[src/rtl/pc_npc_sequencer.sv]
// SPARC fetch-address sequencer: produces the PC/nPC pair, the delay-slot annul flag,
// and a one-cycle misaligned-target pulse for the PC pipeline register.
module pc_npc_sequencer (
  input  logic        clk,
  input  logic        reset,
  input  logic        enable,
  input  logic        branch_taken,
  input  logic        branch_always,
  input  logic        annul_req,
  input  logic [31:0] branch_target,
  input  logic        trap_req,
  input  logic [31:0] trap_vector,
  output logic [31:0] PC_out,
  output logic [31:0] nPC_out,
  output logic        annul_out,
  output logic        valid_out,
  output logic        align_err
);

  typedef enum logic [1:0] {BOOT = 2'd0, RUN = 2'd1, ANNUL = 2'd2} state_t;

  state_t      r_state;
  logic [31:0] r_pc, r_npc;
  logic        r_annul, r_valid, r_align;

  logic [31:0] w_npc_seq, w_trap_pc, w_br_tgt;
  logic        w_ba_annul;

  assign w_npc_seq  = r_npc + 32'd4;
  assign w_trap_pc  = {trap_vector[31:2], 2'b00};
  assign w_br_tgt   = {branch_target[31:2], 2'b00};
  assign w_ba_annul = annul_req & branch_always;

  always_ff @(posedge clk) begin
    if (!reset) begin
      r_state <= BOOT;
      r_pc    <= 32'h0000_0000;
      r_npc   <= 32'h0000_0004;
      r_annul <= 1'b0;
      r_valid <= 1'b0;
      r_align <= 1'b0;
    end else if (!enable) begin
      r_align <= 1'b0;
    end else begin
      r_align <= 1'b0;
      case (r_state)
        BOOT: begin
          r_state <= RUN;
          r_valid <= 1'b1;
        end
        RUN: begin
          if (trap_req) begin
            r_pc    <= w_trap_pc;
            r_npc   <= w_trap_pc + 32'd4;
            r_annul <= 1'b0;
            r_align <= |trap_vector[1:0];
            r_state <= RUN;
          end else if (branch_taken) begin
            r_pc    <= r_npc;
            r_npc   <= w_br_tgt;
            r_annul <= w_ba_annul;
            r_align <= |branch_target[1:0];
            r_state <= w_ba_annul ? ANNUL : RUN;
          end else begin
            r_pc    <= r_npc;
            r_npc   <= w_npc_seq;
            r_annul <= annul_req;
            r_state <= annul_req ? ANNUL : RUN;
          end
        end
        ANNUL: begin
          // squashed delay slot: control inputs are not acted on
          r_pc    <= r_npc;
          r_npc   <= w_npc_seq;
          r_annul <= 1'b0;
          r_state <= RUN;
        end
        default: r_state <= BOOT;
      endcase
    end
  end

  assign PC_out    = r_pc;
  assign nPC_out   = r_npc;
  assign annul_out = r_annul;
  assign valid_out = r_valid;
  assign align_err = r_align;

endmodule

[config.mk]
export PLATFORM = sky130hd
export DESIGN_NAME = pc_npc_sequencer
export DESIGN_NICKNAME = d
export VERILOG_FILES = /design/src/rtl/pc_npc_sequencer.sv
export SDC_FILE = /design/constraint.sdc
export NUM_CORES = 1
export LEC_CHECK = 0
export CAP_MARGIN = 20
export CORE_UTILIZATION = 42
export DETAILED_ROUTE_END_ITERATION = 8
export DONT_BUFFER_PORTS = 1
export PLACE_DENSITY = 0.54
export SKIP_CTS_REPAIR_TIMING = 1
export SLEW_MARGIN = 20
export SYNTH_ARGS = -nofsm -noshare
export SYNTH_HDL_FRONTEND = slang
export SYNTH_SLANG_ARGS = --single-unit
[constraint.sdc]
create_clock -name clk -period 5.4 [get_ports clk]
set_input_delay 0.27 -clock clk [delete_from_list [all_inputs] [get_ports clk]]
set_output_delay 0.27 -clock clk [all_outputs]
set_load 0.01 [all_outputs]
# Word-level counts from Yosys, hierarchy flattened
# Cells that the tools add are included.
# W data, S select, Z words.
[classes] n_addsub=2 eq_ne=2 n_mux=15 n_bitwise=1 reduce_logical=8
[op_table] operator="$pmux W32 S2" count=2
[op_table] operator="$mux W32" count=3
[op_table] operator="$add A32 B3 Y32 const B" count=2
[op_table] operator="$mux W2" count=4
[op_table] operator="$reduce_or A2 Y1" count=3
[op_table] operator="$mux W1" count=4
[op_table] operator="$pmux W2 S2" count=1
[op_table] operator="$reduce_and A2 Y1" count=2
[op_table] operator="$reduce_and A3 Y1" count=1
[op_table] operator="$eq A2 B1 Y1 const B" count=1
[op_table] operator="$eq A2 B2 Y1 const B" count=1
[op_table] operator="$logic_not A2 Y1" count=1
[op_table] operator="$pmux W1 S2" count=1
[op_table] operator="$reduce_bool A2 Y1" count=1
[op_table] operator="$and A1 B1 Y1" count=1
[totals] ff_bits=69 input_bits=71 output_inout_bits=67 elab_cells=34

# Depth between registers and ports, before layout
[depth] ltp_word=5 mapped_depth=10 ltp_nobuf=8

# Worst setup path after synthesis
# No wires, ideal clock.
[synth_timing] path_type="flip-flop to flip-flop" from="register r_npc[2] (netlist: nPC_out[2])" to="register r_npc[30] (netlist: nPC_out[30])" setup_ps=95 arrival_time_ps=1956 required_time_ps=5305 slack_ps=3349 path_stages_with_launch=8 n_path_buf=0 period_less_slack_ps=2051 path_cell_list="dfxtp_1 > ha_1 > nand4_1 > nor3_1 > nand3_1 > nor4_1 > o22ai_1 > a221oi_1"
[synth_between] elab_chain_len=4
[synth_lines] element="start, declared" line_no="23" text="logic [31:0] r_pc, r_npc;"
[synth_lines] element="start signal, assigned" line_no="54" text="r_npc <= w_trap_pc + 32'd4;"
[synth_lines] element="start signal, assigned" line_no="60" text="r_npc <= w_br_tgt;"
[synth_lines] element="start signal, assigned" line_no="66" text="r_npc <= w_npc_seq;"
[synth_lines] element="$add A32 B3 Y32 *" line_no="29" text="assign w_npc_seq = r_npc + 32'd4;"
[synth_lines] element="$mux W32" line_no="58" text="end else if (branch_taken) begin"
[synth_lines] element="$mux W32" line_no="52" text="if (trap_req) begin"
[synth_lines] element="$pmux W32 S2 *" line_no="46" text="case (r_state)"
# Mark *: on every way between the ends. The rest lies on a longest branch, timed or not.
# A chain may end at the register's enable or synchronous reset.

# Worst setup path after layout
[layout_timing] from="register r_state[0]" to="register r_npc[26] (netlist: nPC_out[26])"
[layout_between] elab_chain_len=3 word_cells_on_any_way=5 classes_between="2 x eq/ne; 1 x mux; 2 x reduce/logical"
[layout_lines] element="start, declared" line_no="22" text="state_t r_state;"
[layout_lines] element="start signal, assigned" line_no="63" text="r_state <= w_ba_annul ? ANNUL : RUN;"
[layout_lines] element="start signal, assigned" line_no="68" text="r_state <= annul_req ? ANNUL : RUN;"
[layout_lines] element="$eq A2 B1 Y1 or $eq A2 B2 Y1 (tied branches)" line_no="46"
[layout_lines] element="$reduce_bool A2 Y1 (no source line)"
[layout_lines] element="$reduce_and A2 Y1 (no source line)"
# Several ways; a longest one is shown, not always the timed one.

==> results.py <==
metrics = {
    "outcome": {
        "result_of_the_run": "complete, no violations",
    },
    "floorplan": {
        "design.die.area_mm2": 0.0112,
        "placeable_core_region_mm2": 0.0104,
        "die_height_um": 106,
        "design.portCount": 138,
        "fp.dieW_um": 106,
        "fp-row-count": 37,
        "initial_standard_cell_utilization_of_the_core": 0.436,
    },
    "global_route": {
        "first_pass_grt_wire_length_um": 26400,
        "grt_overflow": 0,
        "largest_net_degree_at_the_start_of_global_routing": 49,
        "groute.usage.overall": 0.312,
        "number_of_antenna_violations_at_the_first_check_in_global_routing": 0,
        "grt_pass1_vias": 4397,
    },
    "detailed_routing": {
        "drt_wl_total_um": 17300,
        "vias": 4774,
        "routed_wire_length_per_instance_um": 23.7,
        "drtIter0Drc": 580,
        "viasPerCell": 6.54,
        "detail-route-antenna-nets": 0,
        "drcViolationCount": 0,
        "drt_first_pass_iters": 7,
    },
    "min_path": {
        "min_path_cells": 1,
        "hold_wc_path_type": "in2reg",
    },
    "sta": {
        "rsz_0062_raised_after_global_routing": "no",
        "timing.hold.ws_ns": 0.00844,
        "timing_max_transition_violations_final": 0,
        "fin_crit_sh": 0.541,
        "final_period_minus_worst_setup_slack_ns": 2.92,
        "worst-slew-pin-transition_ns": 1.01,
        "maxClockFrequency_mhz": 342,
        "hold_viol_final": 0,
        "fin_tns_setup_ns": 0,
        "clock-skew-final_ns": 0.00702,
        "timing.slew.headroom": 0.321,
        "setup-violations-final": 0,
    },
    "synthesis": {
        "synth.lib_cells_used.distinct": 61,
        "synth.yosys.warnings": 0,
        "ys_async_rst_share": 0,
        "dominant_combinational_cell_family_by_area_after_synthesis": "simple AND/OR/NAND/NOR gates",
        "syn_inst": 618,
        "synth_top_cell_area_share": 0.292,
        "synth.top_cells.by_area": "dfxtp_1, nand2_1, nor2_1",
        "synth_compound_area_frac": 0.260,
        "synthSimpleGateAreaFrac": 0.311,
        "synth_xor_area_frac": 0.0561,
        "postSynthAreaPerCell_um2": 7.32,
        "synth-adder-area-share": 0.0166,
        "synth-seq-area-share": 0.292,
        "synth_ff_type": "dfxtp_1",
        "synthMuxAreaShare": 0.00885,
        "synth_seq_cells": 66,
        "synth-edff-count": 0,
        "synth_top_area_cell": "dfxtp_1",
        "syn_area_mm2": 0.00453,
    },
    "placement": {
        "finalWeightedCongestion": 0.911,
        "buffer_ports.inserted": 0,
        "post-dp-hpwl_um": 12500,
    },
    "power": {
        "p_per_area_mw_per_mm2": 240,
        "static-leakage-power_nw": 1.62,
        "clockPowerShare": 0.356,
        "irDropWorstVdd_uv": 125,
        "power_switching_share": 0.324,
        "total_switching_power_w": 0.000368,
        "internal_power_w": 0.000769,
        "power.share.sequential": 0.497,
        "p_comb_frac": 0.147,
    },
    "clocking": {
        "cts_htree_levels": 3,
        "clock_tree.root_cell": "clkbuf_8",
        "tritoncts": "yes",
        "cts.path.max_buffers": 2,
        "number_of_clock_buffers_inserted_by_tritoncts": 9,
        "cts_sinks": 66,
        "source_to_sink_clock_delay_at_the_later_pin_of_the_worst_skew_pair_ns": 0.36,
        "worst_setup_hold_path_clk_slew_ns": 0.08,
    },
    "setup_path": {
        "cp_cell_sequence": "inv_1 -> ha_1 -> and2_2 -> buf_4 -> nand2_1 -> o31ai_1 -> nor4_2",
        "end_of_the_critical_path": "nPC_out[26]$_SDFFE_PN0P_",
        "critPathSlowestCell": "and2_2",
        "critical_path.reg2reg.endpoint": "nPC_out[26]$_SDFFE_PN0P_",
        "critPathCaptureType": "flip-flop",
        "worst-endpoint-required_ns": 5.64,
        "max_stage_delay_ns": 0.73,
        "worst-path-max-fanout": 48,
        "worst_r2r_startpoint": "r_state[0]$_SDFFE_PN0P_",
        "critPathArrivalTime_ns": 3.17,
        "criticalPathCategory": "reg2reg",
        "setup.worst_path.start_class": "flip-flop",
        "r2r_setup_slack_ns": 2.48,
        "launch_point_of_the_critical_path": "r_state[0]$_SDFFE_PN0P_",
        "timing.reg2reg.worst_path_depth": 7,
    },
    "cells_and_area": {
        "fin_nets": 666,
        "ff_latch_area_mm2": 0.00132,
        "nFillCells": 1079,
        "drive_gt1_frac": 0.0623,
        "multi_input_area_mm2": 0.00296,
        "synthToLayoutAreaGrowth_pct": 4.67,
        "antenna-diode-count": 0,
    },
    "run": {
        "max_cap_violations": 0,
    },
}
## critical path, delay by kind of cell, from the launching register on
kind / cells / cell delay [ns]
AOI/OAI and AO/OA: 1 / 0.37
buffers and inverters: 2 / 0.63
DFF: 1 / 0.39
adders and majority gates: 1 / 0.32
and+or+nand+nor: 3 / 1.09
## area by class of cell
| type | count | share of cell area |
|---|---|---|
| inverter | 11 | 0.00872 |
| multi-input combinational | 493 | 0.625 |
| sequential | 66 | 0.279 |
| tap | 136 | 0.0359 |
| timing repair buffer | 8 | 0.0127 |
| clock buffer | 12 | 0.0328 |
| clock inverter | 4 | 0.00555 |
## synth_stat cells, drive strengths merged (2+ instances only)
library cell and instances:
a211oi 4, a21o 2, a21oi 29, a221oi 3
a22oi 18, a311oi 30, a31oi 11, a32o 4
a41oi 3, and2 6, and3 8, and4 8
buf 10, clkbuf 39, dfxtp 66, ha 6
inv 11, mux2i 4, nand2 107, nand2b 4
nand3 25, nand3b 2, nand4 18, nor2 73
nor3 15, nor4 12, o211a 4, o211ai 4
o21a 3, o21ai 31, o221ai 4, o22ai 5
o31a 2, o31ai 2, or3 2, or4 2
xnor2 13, xor2 16
## state kept, by name (all words and copies together), names as in the netlist
name       cells
nPC_out       30
valid_out      1
align_err      1
r_state        2
annul_out      1
PC_out        31
## logic make-up after synthesis
group	Yosys count
compound gates	167
xor+xnor	29
fa+ha+maj	6
buf+inv	60
flops	66
mux	4
other cells	1
simple gates	285
## metrics by stage
stage	power, W	util	setup slack [ns]	cells	instance area, µm²
after floorplan	0.000698	-	3.35	619	4530
after global placement	0.000737	0.439	2.63	714	4560
after detailed placement	0.000740	0.439	2.52	714	4560
after CTS	0.00114	0.457	2.50	730	4740
after global routing	0.00119	0.457	2.21	730	4740
final	0.00114	0.457	2.48	730	4740
## worst min path at each step
stage | startpoint | end
after floorplan | enable | valid_out$_SDFFE_PN0P_
after global placement | reset | nPC_out[2]$_SDFFE_PN1P_
after detailed placement | reset | nPC_out[2]$_SDFFE_PN1P_
after CTS | reset | nPC_out[2]$_SDFFE_PN1P_
after global routing | reset | nPC_out[10]$_SDFFE_PN0P_
final | reset | nPC_out[2]$_SDFFE_PN1P_
## metal layers
layer,up-vias,track usage,wire length [µm]
met4,0,0.103,352
met3,31,0.0792,1910
met2,290,0.468,7530
met1,2236,0.432,7490
li1,2217,-,-
met5,-,0,0
## power by group through the flow
stage / logic (W) / clock network, W / registers, W
after CTS: 0.000165 / 0.000412 / 0.000565
after global routing: 0.000186 / 0.000431 / 0.000569
final: 0.000167 / 0.000405 / 0.000565
after global placement: 0.000161 / 0 / 0.000576
after detailed placement: 0.000164 / 0 / 0.000576
after floorplan: 0.000139 / 0 / 0.000559
## layout by cell type, fill, tap and decap left out, types with 4 or more instances in the layout
cell type and instances:
and4_1 8, o211ai_1 4, a32o_1 4, dfxtp_1 66, nand4_1 16, nor2_1 72
mux2i_1 4, o211a_1 4, nand2b_1 4, nand3_1 25, inv_1 11, buf_4 8
o22ai_1 5, ha_1 6, o221ai_1 4, a311oi_1 30, nor3_1 13, a31oi_1 11
and3_1 7, xor2_1 16, nand2_1 107, clkbuf_8 11, o21ai_0 30, a22oi_1 18
nor4_1 9, a21oi_1 29, xnor2_1 13
(Power assumes the default switching activity.)
